`config.mk`:
```
export PLATFORM = sky130hd
export DESIGN_NAME = bus_dest_regfile_flat
export DESIGN_NICKNAME = d
export VERILOG_FILES = /design/src/rtl/bus_dest_regfile_if.sv /design/src/rtl/bus_dest_regfile.sv /design/src/flat_wrapper.sv
export SDC_FILE = /design/constraint.sdc
export NUM_CORES = 1
export LEC_CHECK = 0
export CELL_PAD_IN_SITES_DETAIL_PLACEMENT = 1
export CELL_PAD_IN_SITES_GLOBAL_PLACEMENT = 1
export CORE_MARGIN = 5
export CORE_UTILIZATION = 43
export CTS_CLUSTER_SIZE = 12
export DETAILED_ROUTE_END_ITERATION = 7
export PLACE_DENSITY = 0.84
export SYNTH_ARGS = -nofsm -noshare
export SYNTH_HDL_FRONTEND = slang
export SYNTH_SLANG_ARGS = --single-unit
export TNS_END_PERCENT = 30
```
`constraint.sdc`:
```
create_clock -name clk -period 64.4 [get_ports clk]
set_clock_uncertainty 0.2 [all_clocks]
set_input_delay 16.1 -clock clk [delete_from_list [all_inputs] [get_ports clk]]
set_output_delay 16.1 -clock clk [all_outputs]
set_load 0.02 [all_outputs]
```
`src/rtl/bus_dest_regfile_if.sv`:
```
// rtl/bus_dest_regfile_if.sv - bus-side signal bundle between control/datapath and the destination register file (optional BUS_DEST_WRITE_COUNT_EN adds write_count)
interface bus_dest_regfile_if #(
  parameter int DATA_W  = 32,
  parameter int NUM_GPR = 16
);
  logic [DATA_W-1:0]  BusMuxOut;
  logic [NUM_GPR-1:0] R_in;
  logic               HI_in;
  logic               LO_in;
  logic               BAout;
  logic [DATA_W-1:0]  BusMuxIn_R0;
  logic [DATA_W-1:0]  BusMuxIn_R1;
  logic [DATA_W-1:0]  BusMuxIn_R2;
  logic [DATA_W-1:0]  BusMuxIn_R3;
  logic [DATA_W-1:0]  BusMuxIn_R4;
  logic [DATA_W-1:0]  BusMuxIn_R5;
  logic [DATA_W-1:0]  BusMuxIn_R6;
  logic [DATA_W-1:0]  BusMuxIn_R7;
  logic [DATA_W-1:0]  BusMuxIn_R8;
  logic [DATA_W-1:0]  BusMuxIn_R9;
  logic [DATA_W-1:0]  BusMuxIn_R10;
  logic [DATA_W-1:0]  BusMuxIn_R11;
  logic [DATA_W-1:0]  BusMuxIn_R12;
  logic [DATA_W-1:0]  BusMuxIn_R13;
  logic [DATA_W-1:0]  BusMuxIn_R14;
  logic [DATA_W-1:0]  BusMuxIn_R15;
  logic [DATA_W-1:0]  BusMuxIn_HI;
  logic [DATA_W-1:0]  BusMuxIn_LO;
  logic               load_any;
`ifdef BUS_DEST_WRITE_COUNT_EN
  logic [15:0]        write_count;
`endif

  // Control unit / bus mux side
  modport master (
    output BusMuxOut, R_in, HI_in, LO_in, BAout,
`ifdef BUS_DEST_WRITE_COUNT_EN
    input  write_count,
`endif
    input  BusMuxIn_R0, BusMuxIn_R1, BusMuxIn_R2, BusMuxIn_R3,
    input  BusMuxIn_R4, BusMuxIn_R5, BusMuxIn_R6, BusMuxIn_R7,
    input  BusMuxIn_R8, BusMuxIn_R9, BusMuxIn_R10, BusMuxIn_R11,
    input  BusMuxIn_R12, BusMuxIn_R13, BusMuxIn_R14, BusMuxIn_R15,
    input  BusMuxIn_HI, BusMuxIn_LO, load_any
  );

  // Register file side
  modport slave (
    input  BusMuxOut, R_in, HI_in, LO_in, BAout,
`ifdef BUS_DEST_WRITE_COUNT_EN
    output write_count,
`endif
    output BusMuxIn_R0, BusMuxIn_R1, BusMuxIn_R2, BusMuxIn_R3,
    output BusMuxIn_R4, BusMuxIn_R5, BusMuxIn_R6, BusMuxIn_R7,
    output BusMuxIn_R8, BusMuxIn_R9, BusMuxIn_R10, BusMuxIn_R11,
    output BusMuxIn_R12, BusMuxIn_R13, BusMuxIn_R14, BusMuxIn_R15,
    output BusMuxIn_HI, BusMuxIn_LO, load_any
  );
endinterface

```
`src/rtl/bus_dest_regfile.sv`:
```
// rtl/bus_dest_regfile.sv - R0..R15/HI/LO capture registers at the bus destination with R0 base-address gating (optional BUS_DEST_WRITE_COUNT_EN write counter)
module bus_dest_regfile #(
  parameter int                 DATA_W    = 32,
  parameter int                 NUM_GPR   = 16,
  parameter logic [DATA_W-1:0]  RESET_VAL = '0
) (
  input  logic              clk,
  input  logic              clr,
  bus_dest_regfile_if.slave bus
);

  logic [DATA_W-1:0] gpr_q [NUM_GPR];
  logic [DATA_W-1:0] gpr_d [NUM_GPR];
  logic [DATA_W-1:0] hi_q, hi_d;
  logic [DATA_W-1:0] lo_q, lo_d;
  logic              load_any_q, load_any_d;

  // Next-state: every enabled register takes the same bus value, others hold
  always_comb begin
    for (int n = 0; n < NUM_GPR; n++) begin
      gpr_d[n] = gpr_q[n];
      if (bus.R_in[n]) gpr_d[n] = bus.BusMuxOut;
    end
    hi_d       = bus.HI_in ? bus.BusMuxOut : hi_q;
    lo_d       = bus.LO_in ? bus.BusMuxOut : lo_q;
    load_any_d = |{bus.R_in, bus.HI_in, bus.LO_in};
  end

  // Register state; clr overrides any load enable immediately
  always_ff @(posedge clk or posedge clr) begin
    if (clr) begin
      for (int n = 0; n < NUM_GPR; n++) gpr_q[n] <= RESET_VAL;
      hi_q       <= RESET_VAL;
      lo_q       <= RESET_VAL;
      load_any_q <= 1'b0;
    end else begin
      for (int n = 0; n < NUM_GPR; n++) gpr_q[n] <= gpr_d[n];
      hi_q       <= hi_d;
      lo_q       <= lo_d;
      load_any_q <= load_any_d;
    end
  end

  // R0 is masked only on the way out so effective-address math sees a zero base
  assign bus.BusMuxIn_R0  = bus.BAout ? '0 : gpr_q[0];
  assign bus.BusMuxIn_R1  = gpr_q[1];
  assign bus.BusMuxIn_R2  = gpr_q[2];
  assign bus.BusMuxIn_R3  = gpr_q[3];
  assign bus.BusMuxIn_R4  = gpr_q[4];
  assign bus.BusMuxIn_R5  = gpr_q[5];
  assign bus.BusMuxIn_R6  = gpr_q[6];
  assign bus.BusMuxIn_R7  = gpr_q[7];
  assign bus.BusMuxIn_R8  = gpr_q[8];
  assign bus.BusMuxIn_R9  = gpr_q[9];
  assign bus.BusMuxIn_R10 = gpr_q[10];
  assign bus.BusMuxIn_R11 = gpr_q[11];
  assign bus.BusMuxIn_R12 = gpr_q[12];
  assign bus.BusMuxIn_R13 = gpr_q[13];
  assign bus.BusMuxIn_R14 = gpr_q[14];
  assign bus.BusMuxIn_R15 = gpr_q[15];
  assign bus.BusMuxIn_HI  = hi_q;
  assign bus.BusMuxIn_LO  = lo_q;
  assign bus.load_any     = load_any_q;

`ifdef BUS_DEST_WRITE_COUNT_EN
  logic [15:0] wcnt_q, wcnt_d;

  // One count per capturing edge regardless of how many enables; sticks at all-ones
  always_comb begin
    wcnt_d = wcnt_q;
    if (load_any_d && (wcnt_q != 16'hFFFF)) wcnt_d = wcnt_q + 16'd1;
  end

  // Counter register, cleared with the rest of the file
  always_ff @(posedge clk or posedge clr) begin
    if (clr) wcnt_q <= 16'd0;
    else     wcnt_q <= wcnt_d;
  end

  assign bus.write_count = wcnt_q;
`endif

endmodule
```
`src/flat_wrapper.sv`:
```
// flat-port wrapper written by rule: the top's interface ports become plain ports
module bus_dest_regfile_flat 
#(
  parameter int                 DATA_W    = 32,
  parameter int                 NUM_GPR   = 16,
  parameter logic [DATA_W-1:0]  RESET_VAL = '0
)
  (clk, clr, bus_BusMuxOut, bus_R_in, bus_HI_in, bus_LO_in, bus_BAout, bus_BusMuxIn_R0, bus_BusMuxIn_R1, bus_BusMuxIn_R2, bus_BusMuxIn_R3, bus_BusMuxIn_R4, bus_BusMuxIn_R5, bus_BusMuxIn_R6, bus_BusMuxIn_R7, bus_BusMuxIn_R8, bus_BusMuxIn_R9, bus_BusMuxIn_R10, bus_BusMuxIn_R11, bus_BusMuxIn_R12, bus_BusMuxIn_R13, bus_BusMuxIn_R14, bus_BusMuxIn_R15, bus_BusMuxIn_HI, bus_BusMuxIn_LO, bus_load_any);
  bus_dest_regfile_if #(.DATA_W(DATA_W), .NUM_GPR(NUM_GPR)) bus_i ();
  input  logic clk;
  input  logic clr;
  input wire logic [$bits(bus_i.BusMuxOut)-1:0] bus_BusMuxOut;
  input wire logic [$bits(bus_i.R_in)-1:0] bus_R_in;
  input wire logic [$bits(bus_i.HI_in)-1:0] bus_HI_in;
  input wire logic [$bits(bus_i.LO_in)-1:0] bus_LO_in;
  input wire logic [$bits(bus_i.BAout)-1:0] bus_BAout;
  output wire logic [$bits(bus_i.BusMuxIn_R0)-1:0] bus_BusMuxIn_R0;
  output wire logic [$bits(bus_i.BusMuxIn_R1)-1:0] bus_BusMuxIn_R1;
  output wire logic [$bits(bus_i.BusMuxIn_R2)-1:0] bus_BusMuxIn_R2;
  output wire logic [$bits(bus_i.BusMuxIn_R3)-1:0] bus_BusMuxIn_R3;
  output wire logic [$bits(bus_i.BusMuxIn_R4)-1:0] bus_BusMuxIn_R4;
  output wire logic [$bits(bus_i.BusMuxIn_R5)-1:0] bus_BusMuxIn_R5;
  output wire logic [$bits(bus_i.BusMuxIn_R6)-1:0] bus_BusMuxIn_R6;
  output wire logic [$bits(bus_i.BusMuxIn_R7)-1:0] bus_BusMuxIn_R7;
  output wire logic [$bits(bus_i.BusMuxIn_R8)-1:0] bus_BusMuxIn_R8;
  output wire logic [$bits(bus_i.BusMuxIn_R9)-1:0] bus_BusMuxIn_R9;
  output wire logic [$bits(bus_i.BusMuxIn_R10)-1:0] bus_BusMuxIn_R10;
  output wire logic [$bits(bus_i.BusMuxIn_R11)-1:0] bus_BusMuxIn_R11;
  output wire logic [$bits(bus_i.BusMuxIn_R12)-1:0] bus_BusMuxIn_R12;
  output wire logic [$bits(bus_i.BusMuxIn_R13)-1:0] bus_BusMuxIn_R13;
  output wire logic [$bits(bus_i.BusMuxIn_R14)-1:0] bus_BusMuxIn_R14;
  output wire logic [$bits(bus_i.BusMuxIn_R15)-1:0] bus_BusMuxIn_R15;
  output wire logic [$bits(bus_i.BusMuxIn_HI)-1:0] bus_BusMuxIn_HI;
  output wire logic [$bits(bus_i.BusMuxIn_LO)-1:0] bus_BusMuxIn_LO;
  output wire logic [$bits(bus_i.load_any)-1:0] bus_load_any;
  assign bus_i.BusMuxOut = bus_BusMuxOut;
  assign bus_i.R_in = bus_R_in;
  assign bus_i.HI_in = bus_HI_in;
  assign bus_i.LO_in = bus_LO_in;
  assign bus_i.BAout = bus_BAout;
  assign bus_BusMuxIn_R0 = bus_i.BusMuxIn_R0;
  assign bus_BusMuxIn_R1 = bus_i.BusMuxIn_R1;
  assign bus_BusMuxIn_R2 = bus_i.BusMuxIn_R2;
  assign bus_BusMuxIn_R3 = bus_i.BusMuxIn_R3;
  assign bus_BusMuxIn_R4 = bus_i.BusMuxIn_R4;
  assign bus_BusMuxIn_R5 = bus_i.BusMuxIn_R5;
  assign bus_BusMuxIn_R6 = bus_i.BusMuxIn_R6;
  assign bus_BusMuxIn_R7 = bus_i.BusMuxIn_R7;
  assign bus_BusMuxIn_R8 = bus_i.BusMuxIn_R8;
  assign bus_BusMuxIn_R9 = bus_i.BusMuxIn_R9;
  assign bus_BusMuxIn_R10 = bus_i.BusMuxIn_R10;
  assign bus_BusMuxIn_R11 = bus_i.BusMuxIn_R11;
  assign bus_BusMuxIn_R12 = bus_i.BusMuxIn_R12;
  assign bus_BusMuxIn_R13 = bus_i.BusMuxIn_R13;
  assign bus_BusMuxIn_R14 = bus_i.BusMuxIn_R14;
  assign bus_BusMuxIn_R15 = bus_i.BusMuxIn_R15;
  assign bus_BusMuxIn_HI = bus_i.BusMuxIn_HI;
  assign bus_BusMuxIn_LO = bus_i.BusMuxIn_LO;
  assign bus_load_any = bus_i.load_any;
  bus_dest_regfile #(.DATA_W(DATA_W), .NUM_GPR(NUM_GPR), .RESET_VAL(RESET_VAL)) u_core (.clk(clk), .clr(clr), .bus(bus_i));
endmodule
```
# --- Word-level counts from Yosys, hierarchy flattened ---
# Cells that the tools add are included.
totals:
  register_bits: 577
  inputBits: 53
  out_inout_bits: 577
  wordCells: 21
op_classes:
  mux: 1
  n_reduce_logical: 1
op_table:
  columns: ["op", "n"]
  rows:
  - ["32-bit 2-to-1 mux", 1]
  - ["18-bit OR reduction", 1]

# --- Logic depth before layout (Yosys ltp) ---
logic_depth:
  ltp_word: 1
  depth_mapped: 4
  mapped_depth_nobuf: 3

# --- Worst setup path before layout ---
# Ideal clock, no wire load.
synth_path:
  kind: "input -> output"
  startpoint: "input bus_BAout"
  endpoint: "output bus_BusMuxIn_R0[0]"
  arrival_time_ns: 16.613
  required_ns: 48.100
  setup_slack_ns: 31.487
  stages: 2
  path_buffers: 1
  path_cell_list: "clkbuf_1 -> nor2b_1"
synth_between:
  elab_chain_cells: 1
synth_rtl:
  columns: ["item", "line", "rtl"]
  rows:
  - ["start: declaration", "flat_wrapper.sv:16", "input wire logic [$bits(bus_i.BAout)-1:0] bus_BAout;"]
  - ["32-bit 2-to-1 mux", "bus_dest_regfile.sv:45", "assign bus.BusMuxIn_R0 = bus.BAout ? '0 : gpr_q[0];"]
  - ["end: declaration", "flat_wrapper.sv:17", "output wire logic [$bits(bus_i.BusMuxIn_R0)-1:0] bus_BusMuxIn_R0;"]
# No other way between the ends.

# --- Worst setup path in the final report ---
layout_path:
  startpoint: "input bus_BAout"
  endpoint: "output bus_BusMuxIn_R0[2]"
# Same word-level chain as after synthesis.

==> metrics <==
final hold violations=0; Routed WL=76,800 um; CTS tree=yes; maximum clock frequency=29.5 MHz; DRC errors left=0; Mapped Cells=1,779; leading area contributor after synthesis=dfrtp_1; synth top area cells=dfrtp_1 57%, mux2_2 26%, buf_4 14%; # clock sinks=577; NumNets Final=1,958; die width=252 um; cts repair resizes=0; TritonRoute pass-1 iters=4; TritonCTS Buffers=58; syn nets=1,832; Filler cells=5,552; FF/Latch Area=0.0144 mm^2; area of the multi-input gates=0.00673 mm^2; total track usage=0.236; Remaining Overflow, GRT=0; commonest non-fill, non-tap cells in the layout=610 x clkdlybuf4s50_1, 577 x dfrtp_1, 576 x mux2_2; Crit Reg-Reg Startpoint=u_core.bus.BusMuxIn_R5[10]; post-route ant nets=0; sequential area share after synthesis=0.573; initial antenna violation count=2; io pins=630; # Post-CTS Setup Buffers=0; Slew @ Worst Pin=1.16 ns; CP max FO=33; via count=13.9k; Maximum Capacitance Violations=0; vias per cell=5.13; Hold Path Origin=u_core.bus.BusMuxIn_R1[23]; CTS max path bufs=3; worst setup path start=bus_BAout; commonest non-fill, non-tap cell in the layout=clkdlybuf4s50_1; kind of critical path=in2out; period utilization=0.527; outcome=finished clean; Row Count=88; mapped cell area=0.0252 mm^2; die height=252 um; CTS root buffer=clkbuf_16; fin area=0.0302 mm^2; pin count of the biggest net entering global routing=183; RSZ-0062 raised after global routing=no; share of cells above drive strength 1=0.359; Final TNS setup=0 ns; Pwr Density=31.0 mW/mm^2; startpoint types=input port; Area growth, synth to finish=20.0%; Post-DP HPWL=51,700 um; Tmin final=33.94 ns; peak supply drop=0.0221 mV; Pins Over Slew Limit=0; Leak=0.0125 uW; crit path DAT=17.64 ns; die area=0.0635 mm^2; starting density of the core=0.435; Yosys reg bits=577; Yosys cell types=12; Routed WL per cell=28.4 um; dpl cell area=0.0285 mm^2; Worst setup EP type=output pin; Starting DRT DRC Count=645; synth warn=0; hold crit path type=reg2reg; worst path required time=48.10 ns; # hold bufs at CTS=0; total core area=0.0579 mm^2; Avg Cell Area, Syn=14.2 um^2; later-pin clock latency in the skew report=0.60 ns; Worst-path clk slew=0.06 ns; vias in the first global route=16.0k; post-synth top area share=0.573; Placer Congestion=0.788; Setup Viol. Count Final=0; relative slew slack=0.229; I/O Buffers=629; first-pass GRT wire length=113,000 um; H-tree levels=2
[cells in the mapped netlist]
cell type / number
nand3_1: 1
inv_1: 1
clkbuf_1: 99
buf_4: 480
or4_1: 2
buf_6: 1
buf_1: 2
nor2b_1: 32
buf_2: 5
nor4_1: 3
dfrtp_1: 577
mux2_2: 576
[final timing paths]
check,endpoint,slack (ns),cells past startpoint
worst min-delay path,u_core.bus.BusMuxIn_R1[23],0.30,1
max in group asynchronous,u_core.bus.BusMuxIn_R1[7],44.85,5
worst min register to register,u_core.bus.BusMuxIn_R1[23],0.30,1
worst max register to register,u_core.bus.BusMuxIn_R5[10],63.34,1
worst max-delay path,bus_BusMuxIn_R0[2],30.46,3
min in group asynchronous,u_core.bus.BusMuxIn_R4[25],15.81,2
[worst max-delay path: stages]
cell and delay [ns]:
buf_2 0.73, nor2b_1 0.18, clkdlybuf4s50_1 0.60
[metrics by stage]
stage,hold slack [ns],power (uW),utilization,cells,setup slack (ns)
2_1_floorplan,0.273,563,-,1779,31.49
3_3_place_gp,0.285,623,0.493,2610,30.62
3_5_place_dp,0.287,631,0.493,2610,30.47
4_1_cts,0.303,948,0.522,2701,30.44
5_1_grt,0.318,973,0.522,2701,30.42
6_report,0.303,936,0.522,2706,30.46
[metal layers]
metal	up-vias	track usage	part of all wire
li1	5724	-	-
met1	7407	0.280	0.37
met2	605	0.398	0.49
met3	156	0.0769	0.094
met4	0	0.0975	0.042
met5	-	0	0
[cells by family after synthesis]
family        Yosys count  synth area share
buf+inv               588             0.160
flops                 577             0.573
mux                   576             0.258
simple gates           38           0.00949
[sequential cells by signal, summed over array words and instances (netlist names)]
name	flops
u_core.bus.BusMuxIn_R6	32
u_core.bus.BusMuxIn_R3	32
u_core.bus.BusMuxIn_R14	32
u_core.bus.BusMuxIn_R1	32
u_core.bus.BusMuxIn_R8	32
u_core.bus.BusMuxIn_R9	32
u_core.bus.BusMuxIn_R7	32
u_core.bus.BusMuxIn_R12	32
u_core.bus.BusMuxIn_R15	32
u_core.bus.BusMuxIn_R10	32
u_core.bus.BusMuxIn_R2	32
u_core.bus.BusMuxIn_R11	32
u_core.bus.BusMuxIn_R4	32
u_core.bus.BusMuxIn_LO	32
u_core.bus.BusMuxIn_R5	32
u_core.bus.BusMuxIn_R13	32
u_core.gpr_q	32
u_core.bus.load_any	1
u_core.bus.BusMuxIn_HI	32
[cell type report]
| type | count | area share |
|---|---|---|
| antenna | 5 | 0.000414 |
| inverter | 1 | 0.000372 |
| sequential | 577 | 0.478 |
| clock buffer | 83 | 0.0545 |
| clock inverter | 8 | 0.00166 |
| multi-input combinational | 614 | 0.222 |
| tap | 765 | 0.0317 |
| timing repair buffer | 653 | 0.211 |
[report_power, final]
part	switching [uW]	leakage [uW]	internal, uW
clock network	137	0.000832	175
logic	108	0.00491	95.2
registers	21.7	0.00674	399
No activity file was read; power rests on OpenSTA's default activity.
